--- src/rtl/clk_tick_sched.sv ---
// Multi-channel programmable clock-enable scheduler: NCH independent one-cycle tick strobes,
// each with a runtime divide ratio updated through a valid/ready port at period boundaries.
module clk_tick_sched #(
  parameter int unsigned NCH = 4,
  parameter int unsigned DW  = 8,
  parameter int unsigned CW  = (NCH > 1) ? $clog2(NCH) : 1
) (
  input  logic           clk,
  input  logic           rst,
  input  logic           cfg_valid,
  output logic           cfg_ready,
  input  logic [CW-1:0]  cfg_chan,
  input  logic [DW-1:0]  cfg_div,
  input  logic           cfg_en,
  output logic [NCH-1:0] tick,
  output logic [NCH-1:0] pending
);

  logic [NCH-1:0][DW-1:0] act_div_q, act_div_d;
  logic [NCH-1:0][DW-1:0] shd_div_q, shd_div_d;
  logic [NCH-1:0][DW-1:0] cnt_q, cnt_d;
  logic [NCH-1:0]         act_en_q, act_en_d;
  logic [NCH-1:0]         shd_en_q, shd_en_d;
  logic [NCH-1:0]         pend_q, pend_d;
  logic [NCH-1:0]         tick_q, tick_d;
  logic [NCH-1:0]         sel;

  // An out-of-range channel selects nothing, so it is always ready and its request is dropped.
  always_comb begin
    sel = '0;
    for (int i = 0; i < NCH; i++) begin
      sel[i] = (cfg_chan == CW'(i));
    end
  end

  assign cfg_ready = ~|(sel & pend_q);

  always_comb begin
    act_div_d = act_div_q;
    shd_div_d = shd_div_q;
    cnt_d     = cnt_q;
    act_en_d  = act_en_q;
    shd_en_d  = shd_en_q;
    pend_d    = pend_q;
    tick_d    = '0;
    for (int i = 0; i < NCH; i++) begin
      if (act_en_q[i]) begin
        if (cnt_q[i] == act_div_q[i]) begin
          tick_d[i] = 1'b1;
          cnt_d[i]  = '0;
          // Wrap edge is the only point a running channel may change period.
          if (pend_q[i]) begin
            act_div_d[i] = shd_div_q[i];
            act_en_d[i]  = shd_en_q[i];
            pend_d[i]    = 1'b0;
          end
        end else begin
          cnt_d[i] = cnt_q[i] + DW'(1);
        end
      end else begin
        cnt_d[i] = '0;
        if (pend_q[i]) begin
          act_div_d[i] = shd_div_q[i];
          act_en_d[i]  = shd_en_q[i];
          pend_d[i]    = 1'b0;
        end
      end
      // Handshake only possible while not pending, so it never collides with an apply.
      if (cfg_valid && cfg_ready && sel[i]) begin
        shd_div_d[i] = cfg_div;
        shd_en_d[i]  = cfg_en;
        pend_d[i]    = 1'b1;
      end
    end
  end

  always_ff @(posedge clk) begin
    if (rst) begin
      act_div_q <= '0;
      shd_div_q <= '0;
      cnt_q     <= '0;
      act_en_q  <= '0;
      shd_en_q  <= '0;
      pend_q    <= '0;
      tick_q    <= '0;
    end else begin
      act_div_q <= act_div_d;
      shd_div_q <= shd_div_d;
      cnt_q     <= cnt_d;
      act_en_q  <= act_en_d;
      shd_en_q  <= shd_en_d;
      pend_q    <= pend_d;
      tick_q    <= tick_d;
    end
  end

  assign tick    = tick_q;
  assign pending = pend_q;

endmodule

--- config.mk ---
export PLATFORM = sky130hd
export DESIGN_NAME = clk_tick_sched
export DESIGN_NICKNAME = d
export VERILOG_FILES = /design/src/rtl/clk_tick_sched.sv
export SDC_FILE = /design/constraint.sdc
export NUM_CORES = 1
export LEC_CHECK = 0
export BUFFER_PORTS_ARGS = -buffer_cell sky130_fd_sc_hd__buf_2
export CAP_MARGIN = 10
export CORE_ASPECT_RATIO = 1.4
export CORE_MARGIN = 5
export CORE_UTILIZATION = 45
export CTS_CLUSTER_DIAMETER = 80
export DETAILED_ROUTE_END_ITERATION = 12
export PLACE_DENSITY = 0.73
export SYNTH_ARGS = -nofsm -noshare
export SYNTH_HDL_FRONTEND = slang
export SYNTH_SLANG_ARGS = --single-unit
export TNS_END_PERCENT = 1
--- constraint.sdc ---
create_clock -name clk -period 2.49 [get_ports clk]
set_input_delay 0 -clock clk [delete_from_list [all_inputs] [get_ports clk]]
set_output_delay 0 -clock clk [all_outputs]
set_load 0.02 [all_outputs]
==> results of run 1 <==
state kept, by name, summed over array words and instances (netlist names):
register	flops
tick	4
pending	4
shd_div_q	32
act_div_q	32
shd_en_q	4
cnt_q	32
act_en_q	4
layer usage:
metal / track usage / part of all wire / wire [microns] / up-vias
met3: 0.0385 / 0.040 / 464 / 22
met1: 0.212 / 0.42 / 4910 / 2219
li1: - / - / - / 2320
met5: 0 / 0 / 0 / -
met2: 0.305 / 0.52 / 6060 / 105
met4: 0.0717 / 0.026 / 300 / 0
how the worst min path moves through the flow:
| stage | to | slack [ns] | cells after the start |
|---|---|---|---|
| 6_report | act_div_q[12] | 0.09 | 3 |
| 4_1_cts | act_div_q[12] | 0.07 | 3 |
| 2_1_floorplan | shd_div_q[0] | 0.14 | 2 |
| 3_3_place_gp | shd_en_q[0] | 0.30 | 3 |
| 3_5_place_dp | shd_div_q[2] | 0.31 | 3 |
| 5_1_grt | act_div_q[9] | 0.12 | 3 |
synth_stat cells, types with 4 or more instances:
master,instances,area [sq um]
inv_1,6,22.5
or4_1,32,240
nand4_1,5,31.3
a21oi_1,40,200
o2111ai_1,32,280
nand3_1,51,255
nor3_1,32,160
nor3b_1,4,30.0
o21ai_2,4,35.0
o22ai_1,4,25.0
o31ai_1,4,30.0
buf_2,10,50.1
xnor2_1,38,333
nand4_2,4,50.1
xor2_1,18,158
dfxtp_1,112,2240
nor2_1,33,124
clkbuf_1,27,101
and3_1,10,62.6
ha_1,4,50.1
nor2b_1,5,31.3
a31oi_1,32,200
buf_1,7,26.3
nand2_1,109,409
final cells by class:
cell class	count	area share
multi-input combinational	470	0.480
sequential	112	0.389
timing repair buffer	38	0.0438
clock buffer	12	0.0427
tap	144	0.0312
clock inverter	3	0.00738
inverter	9	0.00586
worst max-delay path: stages, from the launching register on:
cell     delay [ns]
dfxtp_1        0.34
xnor2_1        0.22
nand4_2        0.43
o21ai_2        0.54
o22ai_1        0.14
stage by stage:
step	utilization	instance area (sq um)	worst slack [ns]	instances	hold slack [ns]
floorplan	-	5220	0.948	635	0.136
global placement	0.475	5390	0.770	764	0.303
detailed placement	0.475	5390	0.719	764	0.308
CTS	0.509	5770	0.684	788	0.0694
global route	0.509	5770	0.506	788	0.123
finish	0.509	5770	0.674	788	0.0851
timing repair:
item                      4_1_cts  5_1_grt
hold buffers                    9        0
hold endpoints to repair       36        0
resized for setup               0        0
logic make-up after synthesis:
logic type / count (synthesis) / synth area share
AND/OR/NAND/NOR: 291 / 0.276
flip-flops: 112 / 0.429
adder cells (fa/ha/maj): 4 / 0.00958
XOR/XNOR: 56 / 0.0939
buffers and inverters: 53 / 0.0405
AO/OA/AOI/OAI: 119 / 0.150
cells in the final DEF, fill, tap and decap left out, types with 22 or more instances in the layout:
| master | synthesis | final |
|---|---|---|
| buf_2 | 10 | 22 |
| dfxtp_1 | 112 | 112 |
| o2111ai_1 | 32 | 32 |
| nor2_1 | 33 | 33 |
| nand2_1 | 109 | 109 |
| nand3_1 | 51 | 51 |
| a21oi_1 | 40 | 40 |
| nor3_1 | 32 | 32 |
| xnor2_1 | 38 | 38 |
| or4_1 | 32 | 32 |
| a31oi_1 | 32 | 32 |
power breakdown:
group | total (uW) | internal, uW | switching [uW] | leakage [uW]
clock network | 1430 | 802 | 625 | 0.000139
registers | 1840 | 1820 | 21.2 | 0.000905
logic | 175 | 51.4 | 124 | 0.000922
==> results.yml, run 1 <==
routing:
  post_drt_wl_per_cell_microns: 14.9
  antenna_violating_nets_post_route: 0
  vias: 4666
  drt_pass1_iterations: 4
  routed_wire_length_microns: 11700
  drt_iter0_drc: 242
  post-route-drc-count: 0
  post_drt_via_cell_ratio: 5.92
clock_tree:
  cts_buffers: 9
  ctsHtreeMaxLevel: 3
  cts_root_buffer: "clkbuf_16"
  worst_setup_hold_path_clk_slew_ns: 0.07
  clock_sink_count: 112
  cts_buffer_depth: 2
  post-cts-setup-buffer-count: 0
  worst_skew_pair.late_latency_ns: 0.35
  tritoncts_clock_tree: "built"
global_routing:
  grt_antenna_before_repair: 0
  global_route_wire_length_before_repair_microns: 20300
  vias_in_the_first_global_route: 4359
  grt_start_max_net_pins: 65
  grt_overflow_total: 0
  grtUsageTotal: 0.177
timing:
  rsz0062_at_grt: "false"
  finalMaxSlewViolations: 0
  final.setup.tns_ns: 0
  maxClockFrequency_mhz: 551
  final.period_utilization: 0.730
  max_slew.worst_pin.slew_ns: 1.05
  setup-violations-final: 0
  min_period_ns: 1.82
  hold_viol_final: 0
  clock-skew-final_ns: 0.00685
  relSlewSlack: 0.298
final_layout:
  multi_input_area_sq_um: 2770
  fillers: 1051
  area_growth_syn_to_layout_pct: 10.4
  seqCellArea_sq_um: 2240
  layout.nets: 658
  insertedDiodeCount: 0
  final_layout_size_suffix_gt1_frac: 0.0823
logic_synthesis:
  synth_flop_cell: "dfxtp_1"
  ys.warnings.count: 0
  postSynth.asyncResetShare: 0
  synth_cell_type_count: 33
  synth_enable_flop_cells: 0
  syn_inst: 635
  sequential_fraction_of_the_synthesis_area: 0.429
  ys_seq_elements: 112
  syn_area_per_cell_sq_um: 8.22
  synth_fp_nets: 653
  mappedNetlistArea_sq_um: 5220
worst_setup_path:
  cp.required_ns: 2.71
  r2r_cells: 4
  timing_worst_setup_path_type: "reg2reg"
  endpoint_kind: "flop"
  r2r_slack_ns: 0.67
  arrival_ns: 2.03
  crit_start: "act_div_q[6]"
  startpoint_type: "flop"
  reg2reg_to: "pending[0]"
  crit_path_max_fanout: 19
  worstSetupEndpoint: "pending[0]"
  worstReg2RegStart: "act_div_q[6]"
die:
  die_x_microns: 101
  floorplan.initialDensity: 0.461
  floorplan.die.height_microns: 137
  std_cell_rows: 46
  io_pins: 23
  area_enclosed_by_the_die_boundary_sq_um: 13900
  core_area_sq_um: 11300
placement:
  place.port_buffers: 22
  dpl_hpwl_microns: 7970
  gpl_congestion: 0.782
worst_hold_path:
  hold_class: "in2reg"
  hold_path_startpoint: "rst"
run_status:
  run_status: "complete, no violations"
power:
  power-per-cell-area_nw_per_um2: 596
  power.leakage_uw: 0.00197
  total_power_uw: 3440
  ir_drop_mv: 0.400
flow_run:
  max_cap_viol_count: 0
Power figures use the tool's default switching activity.
==> inputs of run 2 (changes only) <==
Settings changed: ABC_AREA set to 1, PLACE_DENSITY 0.73 to 0.76.
Clock period 2.49 ns to 1.55 ns, I/O delays scaled along.
==> run 2 against run 1 <==
Count of clock-buffer cells in the layout unchanged. Maximum frequency up 28%. Wire length shrank 18%. Core utilization down 0.72 points. Largest cell class is now sequential cells. Total power up 65%. Global-route usage is 2.9 points lower. Highest routed layer is now met5.
==> results.yml, run 2 <==
die:
  area_enclosed_by_the_die_boundary_sq_um: 13000
  core_area_sq_um: 10800
  io_pins: 23
  std_cell_rows: 45
  die_x_microns: 98.0
  floorplan.initialDensity: 0.453
  floorplan.die.height_microns: 133
placement:
  detailed_place.area_sq_um: 5080
  dpl_hpwl_microns: 6790
  place.port_buffers: 22
  gpl_congestion: 0.814
  placed_cells: 808
worst_setup_path:
  endpoint_kind: "flop"
  startpoint_type: "flop"
  critical-path-slowest-cell: "dfxtp_1"
  r2r_slack_ns: 0.13
  crit_path_max_fanout: 19
  reg2reg_to: "shd_div_q[13]"
  timing_worst_setup_path_type: "reg2reg"
  crit_start: "pending[0]"
  cp.required_ns: 1.77
  worstReg2RegStart: "pending[0]"
  cp_cell_sequence: "nand2_1 -> nand2_2 -> nor2_8 -> nand3_2 -> o21ai_0 -> a21oi_1"
  arrival_ns: 1.64
  r2r_cells: 6
  slowest_delay_ns: 0.31
final_layout:
  finish.cell_count_without_fillers: 825
  largest_registers: "act_div_q (32), cnt_q (32), shd_div_q (32)"
  layout.nets: 697
  post-route-util: 0.501
  layout_common_cells: "138 x nand2_1, 112 x dfxtp_1, 84 x inv_1"
  design_area_sq_um: 5390
  final_layout_size_suffix_gt1_frac: 0.0981
  final_common_cell: "nand2_1"
  area_growth_syn_to_layout_pct: 10.7
timing:
  min_period_ns: 1.42
  maxClockFrequency_mhz: 705
  finalMaxSlewViolations: 0
  clock-skew-final_ns: 0.00572
  setup-violations-final: 0
  final.hold.worst_slack_ns: 0.00774
  rsz0062_at_grt: "true"
  final.period_utilization: 0.915
  hold_viol_final: 0
  max_slew.worst_pin.slew_ns: 0.317
  relSlewSlack: 0.788
global_routing:
  grtUsageTotal: 0.148
  grt_antenna_before_repair: 1
  grt_overflow_total: 0
  global_route_wire_length_before_repair_microns: 16000
  vias_in_the_first_global_route: 3582
  grt_start_max_net_pins: 52
logic_synthesis:
  synth_enable_flop_cells: 0
  synth_flop_cell: "dfxtp_1"
  mappedNetlistArea_sq_um: 4870
  most_repeated_cell_in_the_gate_level_netlist_after_synthesis: "nand2_1"
  largest_family_of_logic_cells_by_synthesized_area: "simple AND/OR/NAND/NOR gates"
  postSynth.asyncResetShare: 0
  synth_top_area_share: 0.460
  post_synth_and_or_nand_nor_area_fraction: 0.264
  synth_adder_area_share: 0.0103
  ys.warnings.count: 0
  synth-compound-area-share: 0.125
  ys_seq_elements: 112
  top_cell_type_by_total_area_after_synthesis: "dfxtp_1"
  synth_cell_type_count: 26
  synth.area.mux_share: 0
  syn_inst: 663
  ys_top_cells_by_area: "dfxtp_1 46%, nand2_1 11%, a21oi_1 8.0%"
  synth_fp_nets: 681
  sequential_fraction_of_the_synthesis_area: 0.460
  post_synth_xor_area_fraction: 0.0449
  synth.cells.most_frequent: "139 x nand2_1, 112 x dfxtp_1, 85 x inv_1"
  syn_area_per_cell_sq_um: 7.35
clock_tree:
  cts_buffers: 9
  ctsHtreeMaxLevel: 3
  clock_sink_count: 112
  cts_buffer_depth: 2
  cts_root_buffer: "clkbuf_16"
  post-cts-setup-buffer-count: 0
  tritoncts_clock_tree: "built"
  worst_setup_hold_path_clk_slew_ns: 0.07
  worst_skew_pair.late_latency_ns: 0.34
power:
  power-per-cell-area_nw_per_um2: 1050
  ir_drop_mv: 0.452
  power.leakage_uw: 0.00222
routing:
  drt_pass1_iterations: 4
  post_drt_wl_per_cell_microns: 11.6
  vias: 4053
  drt_iter0_drc: 254
  post_drt_via_cell_ratio: 4.91
  routed_wire_length_microns: 9600
  antenna_violating_nets_post_route: 0
  post-route-drc-count: 0
run_status:
  run_status: "complete, no violations"
flow_run:
  max_cap_viol_count: 0
worst_hold_path:
  hold_class: "in2reg"
  hold_depth: 3
  hold_path_startpoint: "cfg_div[7]"
  worst_hold_path.endpoint: "shd_div_q[23]"
==> run 2: changes by cell type after synthesis, sizes merged, moves of 10 or more <==
cell and change:
inv +80, nor2 +44, a21oi +40, nand2 +37, o21ai +33, a31oi -32, o2111ai -32, or4 -32
nor3 -27, xnor2 -20, clkbuf -17, xor2 -11, and3 -10
==> run 2: critical path, delay by kind of cell (launching register included) <==
kind	cells	cell delay, ns
flops	1	0.31
compound gates	2	0.35
simple gates	4	0.64
==> run 2: how the worst max path moves through the flow <==
stage | endpoint | depth (start not counted) | slack [ns]
after global routing | shd_div_q[13] | 6 | -0.01
after CTS | act_div_q[11] | 8 | 0.02
final | shd_div_q[13] | 6 | 0.13
after floorplan | pending[0] | 4 | 0.23
after global placement | act_div_q[9] | 8 | 0.06
after detailed placement | act_div_q[9] | 8 | 0.03
==> run 2: final cells by class <==
type | count | area (sq um)
fillers | 996 | 5360
flip-flops and latches | 112 | 2240
multi-input cells | 439 | 2190
inverters | 87 | 327
clock buffers | 12 | 256
repair buffers | 30 | 185
well taps | 141 | 176
clock inverters | 3 | 17.5
diodes | 1 | 2.50
==> run 2: cell families (layout without fill, tap and decap cells) <==
logic type / Yosys count / after routing
buffers and inverters: 112 / 132
and+or+nand+nor: 290 / 290
other: 0 / 1
xor gates and xnor gates: 25 / 25
DFF: 112 / 112
AOI/OAI and AO/OA: 120 / 120
adders and majority gates: 4 / 4
==> run 2: through the flow <==
step / setup slack (ns) / total power, uW / TNS [ns]
2_1_floorplan: 0.233 / 3450 / 0
3_3_place_gp: 0.0625 / 3560 / 0
3_5_place_dp: 0.0347 / 3580 / 0
4_1_cts: 0.0169 / 5710 / 0
5_1_grt: -0.0107 / 5920 / -0.0135
6_report: 0.133 / 5670 / 0
==> run 2: report_power, final <==
| group | switching [uW] | internal, uW | leakage [uW] |
|---|---|---|---|
| sequential | 58.1 | 2980 | 0.000909 |
| clock | 974 | 1160 | 0.000134 |
| combinational | 324 | 174 | 0.00117 |
| total | 1360 | 4320 | 0.00222 |
==> run 2: per-layer routing <==
layer	routed length [microns]	global-route usage
met1	4160	0.179
met2	4820	0.253
met5	7	0
met4	127	0.0446
met3	488	0.0440
==> run 2: what timing repair did <==
item / CTS / global route
gates resized for setup: 0 / 5
hold buffers: 1 / 0
endpoints found under the hold margin: 3 / 0
setup endpoints to repair: 0 / 31
